--- config.mk ---
export PLATFORM = sky130hd
export DESIGN_NAME = sample_decimator
export DESIGN_NICKNAME = d
export VERILOG_FILES = /design/src/rtl/sample_decimator.sv
export SDC_FILE = /design/constraint.sdc
export NUM_CORES = 1
export LEC_CHECK = 0
export ABC_AREA = 1
export BUFFER_PORTS_ARGS = -buffer_cell sky130_fd_sc_hd__buf_2
export CORE_MARGIN = 8
export CORE_UTILIZATION = 30
export DETAILED_ROUTE_END_ITERATION = 8
export PLACE_DENSITY_LB_ADDON = 0.12
export SETUP_SLACK_MARGIN = 0.2
export SLEW_MARGIN = 20
export SYNTH_ARGS = -nofsm -noshare
export SYNTH_HDL_FRONTEND = slang
export SYNTH_SLANG_ARGS = --single-unit
--- constraint.sdc ---
create_clock -name clk -period 9 [get_ports clk]
set_input_delay 1.8 -clock clk [delete_from_list [all_inputs] [get_ports clk]]
set_output_delay 1.8 -clock clk [all_outputs]
set_load 0.005 [all_outputs]
--- src/rtl/sample_decimator.sv ---
// sample_decimator: power-of-two rate reduction by subsample, boxcar average or min/max peak detect
// Ports: clk, rst_n (async active-low); in_valid/x sample in; ratio_log2 (clamped to MAX_LOG2), mode
// (0 subsample, 1 average, 2 peak, 3 as subsample), sync_clr window restart; out_valid strobe with y, y_min, y_max.
module sample_decimator #(
  parameter int X_WIDTH    = 12,
  parameter int MAX_LOG2   = 8,
  parameter int LOG2_WIDTH = 4
) (
  input  logic                      clk,
  input  logic                      rst_n,
  input  logic                      in_valid,
  input  logic signed [X_WIDTH-1:0] x,
  input  logic [LOG2_WIDTH-1:0]     ratio_log2,
  input  logic [1:0]                mode,
  input  logic                      sync_clr,
  output logic                      out_valid,
  output logic signed [X_WIDTH-1:0] y,
  output logic signed [X_WIDTH-1:0] y_min,
  output logic signed [X_WIDTH-1:0] y_max
);
  localparam int CW = MAX_LOG2 + 1;
  localparam int SW = X_WIDTH + MAX_LOG2;
  logic [CW-1:0] cnt, cnt_e;
  logic [LOG2_WIDTH-1:0] l_q, l_in, l_e;
  logic [1:0] m_q, m_e;
  logic signed [SW-1:0] sum, sum_n, avg;
  logic signed [X_WIDTH-1:0] hold, hold_n, mn, mn_n, mx, mx_n, res;
  logic start, done;
  // The accumulators' next values fold in the current sample so a completing
  // window (including D=1) registers its result straight from them.
  always_comb begin
    l_in   = ratio_log2 > LOG2_WIDTH'(MAX_LOG2) ? LOG2_WIDTH'(MAX_LOG2) : ratio_log2;
    cnt_e  = sync_clr ? '0 : cnt;
    start  = in_valid && cnt_e == '0;
    l_e    = start ? l_in : l_q;
    m_e    = start ? mode : m_q;
    done   = in_valid && cnt_e == CW'((CW'(1) << l_e) - CW'(1));
    hold_n = start ? x : hold;
    sum_n  = start ? SW'(x) : sum + SW'(x);
    mn_n   = (start || x < mn) ? x : mn;
    mx_n   = (start || x > mx) ? x : mx;
    avg    = sum_n >>> l_e;
    res    = m_e == 2'd1 ? avg[X_WIDTH-1:0] : m_e == 2'd2 ? mx_n : hold_n;
  end
  always_ff @(posedge clk or negedge rst_n) begin
    if (!rst_n) begin
      cnt       <= '0;
      l_q       <= '0;
      m_q       <= '0;
      sum       <= '0;
      hold      <= '0;
      mn        <= '0;
      mx        <= '0;
      out_valid <= 1'b0;
      y         <= '0;
      y_min     <= '0;
      y_max     <= '0;
    end else begin
      out_valid <= done;
      if (done) begin
        y     <= res;
        y_min <= m_e == 2'd2 ? mn_n : res;
        y_max <= m_e == 2'd2 ? mx_n : res;
      end
      if (sync_clr) begin
        cnt  <= '0;
        sum  <= '0;
        hold <= '0;
        mn   <= '0;
        mx   <= '0;
      end
      if (in_valid) begin
        cnt  <= done ? '0 : cnt_e + CW'(1);
        l_q  <= l_e;
        m_q  <= m_e;
        sum  <= sum_n;
        hold <= hold_n;
        mn   <= mn_n;
        mx   <= mx_n;
      end
    end
  end
endmodule
[Yosys cells after proc, flatten, opt, wreduce, memory -nomap -nowiden]
Index checks and enable logic that the tools add are counted.
Storage, ports and cells
  register bits after elaboration: 108
  bits in latches: 0
  memory bits (writable): 0
  ROM bits: 0
  bits of input ports: 22
  output and inout port bits: 37
  word-level logic and storage cells: 48
  memories kept: 0
Cells by class
  $add $sub $neg: 3
  multipliers: 0
  div/mod/pow operators: 0
  $lt $le $gt $ge: 3
  equality and inequality tests: 3
  shift-type cells: 2
  multiplexer cells: 20
  bitwise logic cells: 0
  reductions and logical operators: 6
Operator list (number)
  12-bit 2-to-1 mux: 11
  20-bit 2-to-1 mux: 3
  9-bit 2-to-1 mux: 3
  20-bit by 12-bit adder with 20-bit output: 1
  20-bit by 4-bit >>> shifter with 12-bit output: 1
  12-bit greater-than comparator: 1
  12-bit < comparator: 1
  9-bit by 1-bit adder with 9-bit output (second input constant): 1
  9-bit equality test: 1
  9-bit zero test: 1
  1-bit by 4-bit << shifter with 9-bit output (first input constant): 1
  9-bit by 2-bit subtractor with 9-bit output (second input constant): 1
  4-bit 2-to-1 mux: 2
  4-bit greater-than comparator (second input constant): 1
  2-bit by 1-bit equality test with 1-bit output (second input constant): 1
  2-bit equality test (second input constant): 1
  1-bit logical AND: 2
  1-bit logical OR: 2
  2-bit 2-to-1 mux: 1
  2-bit nonzero test: 1

[Longest topological paths before layout]
  depth in word-level cells: 10
  depth in mapped cells: 29
  gate-level depth less buffers: 27

[Worst setup path before layout]
OpenSTA, ideal clock, no wires.
  path kind: in2reg
  start: input port sync_clr
  end: register y_min[5]
  arrival time: 4.676 ns
  data required time: 8.869 ns
  path slack: 4.193 ns
  stages: 26
  buffers on the path: 4
  cells stage by stage: nor2_1 inv_1 ha_1 nand2_1 nor3_2 nand2_2 o21ai_1 buf_4 inv_2 buf_2 buf_4 nand3_1 ha_1 nand2_1 nand2_1 nor2_1 o21ai_0 nor2_1 o21ai_0 nor2_1 nand2_1 a21oi_2 nand2_2 buf_2 nor2_1 a21oi_1
Between the ends
  cells in the longest elaborated chain, start to end: 8
RTL lines
  start: declaration: line 15  | input logic sync_clr,
  9-bit 2-to-1 mux *
  9-bit zero test: line 34  | start = in_valid && cnt_e == '0;
  1-bit logical AND: line 34
  4-bit 2-to-1 mux (tied with other cells): line 35  | l_e = start ? l_in : l_q;
  1-bit by 4-bit << shifter with 9-bit output (tied with other cells): line 37  | done = in_valid && cnt_e == CW'((CW'(1) << l_e) - CW'(1));
  9-bit by 2-bit subtractor with 9-bit output or 12-bit 2-to-1 mux (tied branches): line 37, 43
  9-bit equality test or 12-bit 2-to-1 mux (tied branches): line 37, 43
  1-bit logical AND or 12-bit 2-to-1 mux (tied branches): line 37, 62
  end signal: assignment: line 62  | y_min <= m_e == 2'd2 ? mn_n : res;
  end: declaration: line 18  | output logic signed [X_WIDTH-1:0] y_min,
Every way passes the cells marked *; elsewhere a longest branch is shown, timed or not.
A chain may end at the register's enable or synchronous reset.

[Worst setup path after layout]
  start: input port sync_clr
  end: register y[5]
Between the ends
  cells in the longest elaborated chain, start to end: 8
RTL lines
  9-bit 2-to-1 mux *
  9-bit zero test: line 34
  1-bit logical AND: line 34
  4-bit 2-to-1 mux: line 35
  1-bit by 4-bit << shifter with 9-bit output: line 37
  9-bit by 2-bit subtractor with 9-bit output: line 37
  9-bit equality test: line 37
  1-bit logical AND: line 37
  end signal: assignment: line 61  | y <= res;
  end: declaration: line 17  | output logic signed [X_WIDTH-1:0] y,
Marked as above.

==> flow_metrics.env <==
export IMPL_status="finished clean"
export IMPL_grt_first_pass_wirelength_mm=44.0
export IMPL_cts_htree_levels=3
export IMPL_min_period_ns=5.99
export IMPL_ctsHoldBuffers=0
export IMPL_hold_viol=0
export IMPL_synthDistinctLibCells=46
export IMPL_cts_setup_buffers=0
export IMPL_slowest_stage="o21ai_2"
export IMPL_ant_nets=0
export IMPL_nNetsFinal=1314
export IMPL_p_leak_nw=4.86
export IMPL_io_pins=59
export IMPL_nFillCells=2945
export IMPL_tightest_slew_ns=0.879
export IMPL_final_cell_area_um2=8940
export IMPL_p_int_mw=1.05
export IMPL_antenna_found_initial=0
export IMPL_clock_sinks=108
export IMPL_synth_async_reset_ratio_pct=100
export IMPL_max_vdd_ir_drop_v=0.000102
export IMPL_power_density_nw_per_um2=223
export IMPL_first_global_vias=7854
export IMPL_wire_per_inst_um=17.5
export IMPL_core_um2=26800
export IMPL_rsz0062_at_grt="no"
export IMPL_yosysTopAreaCell="dfrtp_1"
export IMPL_yosysTopAreaCellShare_pct=33.3
export IMPL_crit_buf_inv=3
export IMPL_comb_power_share_pct=49.7
export IMPL_grt_use_total_pct=17.0
export IMPL_initial_core_util_pct=30.3
export IMPL_avgSynthCellArea_um2=6.66
export IMPL_end_kind="register"
export IMPL_cts_buffer_depth=2
export IMPL_critPathKind="input port to register"
export IMPL_diodes=0
export IMPL_drive_gt1_share_pct=9.43
export IMPL_utilization_pct=33.3
export IMPL_max_stage_delay_ns=0.61
export IMPL_root_buffer="clkbuf_16"
export IMPL_crit_arrival_ns=6.20
export IMPL_post_synth_top_count_cell="nand2_1"
export IMPL_cts_tree="built"
export IMPL_synth_area_leaders="dfrtp_1 (33%), nand2_1 (15%), nand3_1 (11%)"
export IMPL_cp_required_ns=9.22
export IMPL_die_area_um2=32600
export IMPL_slew_headroom_pct=40.8
export IMPL_io_buffers=58
export IMPL_grt_max_degree=71
export IMPL_place_congestion=0.865
export IMPL_rows=60
export IMPL_drt_pass1_iterations=5
export IMPL_dp_hpwl_mm=21.3
export IMPL_syn_area_um2=8120
export IMPL_placed_area_um2=8650
export IMPL_synthToLayoutAreaGrowth_pct=10.0
export IMPL_first_iter_violations=463
export IMPL_drv_cap=0
export IMPL_synth_nets=1287
export IMPL_drcViolationCount=0
export IMPL_p_sw_mw=0.943
export IMPL_vias=7910
export IMPL_pwr_share_seq_pct=30.1
export IMPL_ys_ff_latch=108
export IMPL_slew_viol_final=0
export IMPL_setup_viol=0
export IMPL_grt_overflow_total=0
export IMPL_synth_warnings=0
export IMPL_critical_path_cell_chain="buf_2, inv_2, nand2_2, nand2_1, nor3_2, nand2_2, o21ai_2, inv_2, nor2_8, nand3_1, ha_1, nand2_1, nand2_1, nor2_1, o21ai_0, nor2_1, o21ai_0, nor2_1, nand2_1, a21oi_2, nand2_2, nor2_1, a21oi_1"
export IMPL_startpoint_type="input port"
export IMPL_pwr_share_clk_pct=20.2
export IMPL_fp_dieH_um=181
export IMPL_drt_total_wl_mm=27.8
export IMPL_netlist_instances=1219
export IMPL_max_freq_mhz=167
export IMPL_setup_tns_ns=0
export IMPL_insertion_delay_ns=0.36
export IMPL_ys_flop_type="dfrtp_1"
export IMPL_p_sw_share_pct=47.4
export IMPL_cts_made_buffers=9
export IMPL_post_route_period_util_pct=66.5
export IMPL_cts_resized=0
export IMPL_cp_top_family="simple AND/OR/NAND/NOR gates"
export IMPL_clk_pin_slew_ns=0.08
export IMPL_seq_area_frac_synth_pct=33.3
export IMPL_cp_max_fo=34
export IMPL_hold_path_class="register to register"
export IMPL_finalClockSkew_ns=0.0115
export IMPL_synth_edf_count=0
export IMPL_viasPerCell=4.97
export IMPL_synthTopCellsByCount="nand2_1 (327), nand3_1 (182), inv_1 (143)"
export IMPL_die_w_um=181
==> metrics by stage <==
step | instances | setup slack (ns) | hold slack (ns) | power, mW
CTS | 1592 | 2.93 | 0.489 | 2.01
global route | 1592 | 2.44 | 0.505 | 2.17
finish | 1592 | 3.01 | 0.479 | 1.99
detailed placement | 1576 | 2.56 | 0.467 | 1.60
floorplan | 1219 | 4.19 | 0.470 | 1.31
global placement | 1576 | 2.65 | 0.468 | 1.61
==> cell usage in the layout (no fill, tap or decap), types with 12 or more instances in the layout <==
| cell type | count |
|---|---|
| nand2_1 | 326 |
| nand3_1 | 182 |
| inv_1 | 143 |
| dfrtp_1 | 108 |
| nor2_1 | 107 |
| o21ai_0 | 76 |
| a21oi_1 | 60 |
| buf_2 | 57 |
| ha_1 | 45 |
| o22ai_1 | 24 |
| nand4_1 | 13 |
| inv_2 | 12 |
==> worst min-delay path, delay by kind of cell, from the launching register on <==
family / cells / cell delay [ns]
AND/OR/NAND/NOR: 2 / 0.11
flip-flops: 1 / 0.34
==> state kept, by name, indices dropped and copies added, names as in the netlist, 2 cells and up <==
name / count
mx: 12
y_max: 12
y: 12
l_q: 4
hold: 12
sum: 20
cnt: 9
m_q: 2
mn: 12
y_min: 12
==> layout make-up <==
class                      count  area [um^2]  share of cell area (%)
clock buffer                  10          229                    2.56
clock inverter                 6         53.8                   0.602
inverter                     156          588                    6.58
multi-input combinational    909         4610                    51.6
sequential                   108         2700                    30.2
tap                          341          427                    4.77
timing repair buffer          62          323                    3.61
==> path summary, 6_finish.rpt <==
kind,from,slack (ns),end,depth (start not counted)
worst max-delay path,sync_clr,3.01,y[5]$_DFFE_PN0N_,23
worst min-delay path,y_max[9]$_DFFE_PN0N_,0.48,y_max[9]$_DFFE_PN0N_,2
worst max register to register,cnt[0]$_DFF_PN0_,4.22,y[5]$_DFFE_PN0N_,24
worst min register to register,y_max[9]$_DFFE_PN0N_,0.48,y_max[9]$_DFFE_PN0N_,2
max in group asynchronous,rst_n,6.25,hold[9]$_DFFE_PN0P_,2
min in group asynchronous,rst_n,1.51,sum[15]$_DFFE_PN0P_,1
==> layer usage <==
layer / share of wire, % / vias to the layer above / track usage, %
li1: - / 4056 / -
met4: 1.6 / 0 / 3.64
met2: 48 / 144 / 29.3
met5: 0 / - / 0
met1: 47 / 3686 / 22.0
met3: 3.2 / 24 / 2.82
==> power by group through the flow <==
stage / logic (mW) / registers (mW) / clock network (mW)
floorplan: 0.713 / 0.594 / 0
global placement: 0.998 / 0.609 / 0
detailed placement: 0.993 / 0.608 / 0
CTS: 0.998 / 0.600 / 0.416
global route: 1.12 / 0.608 / 0.435
finish: 0.990 / 0.599 / 0.403
==> cells by family (layout without fill, tap and decap cells) <==
kind of cell | after synthesis | in the layout | share of synthesized area (%)
compound gates | 189 | 189 | 12.8
xor+xnor | 11 | 11 | 1.19
fa+ha+maj | 46 | 46 | 7.18
buf+inv | 202 | 234 | 9.97
flops | 108 | 108 | 33.3
simple gates | 663 | 663 | 35.6
No activity file was read; power rests on OpenSTA's default activity.
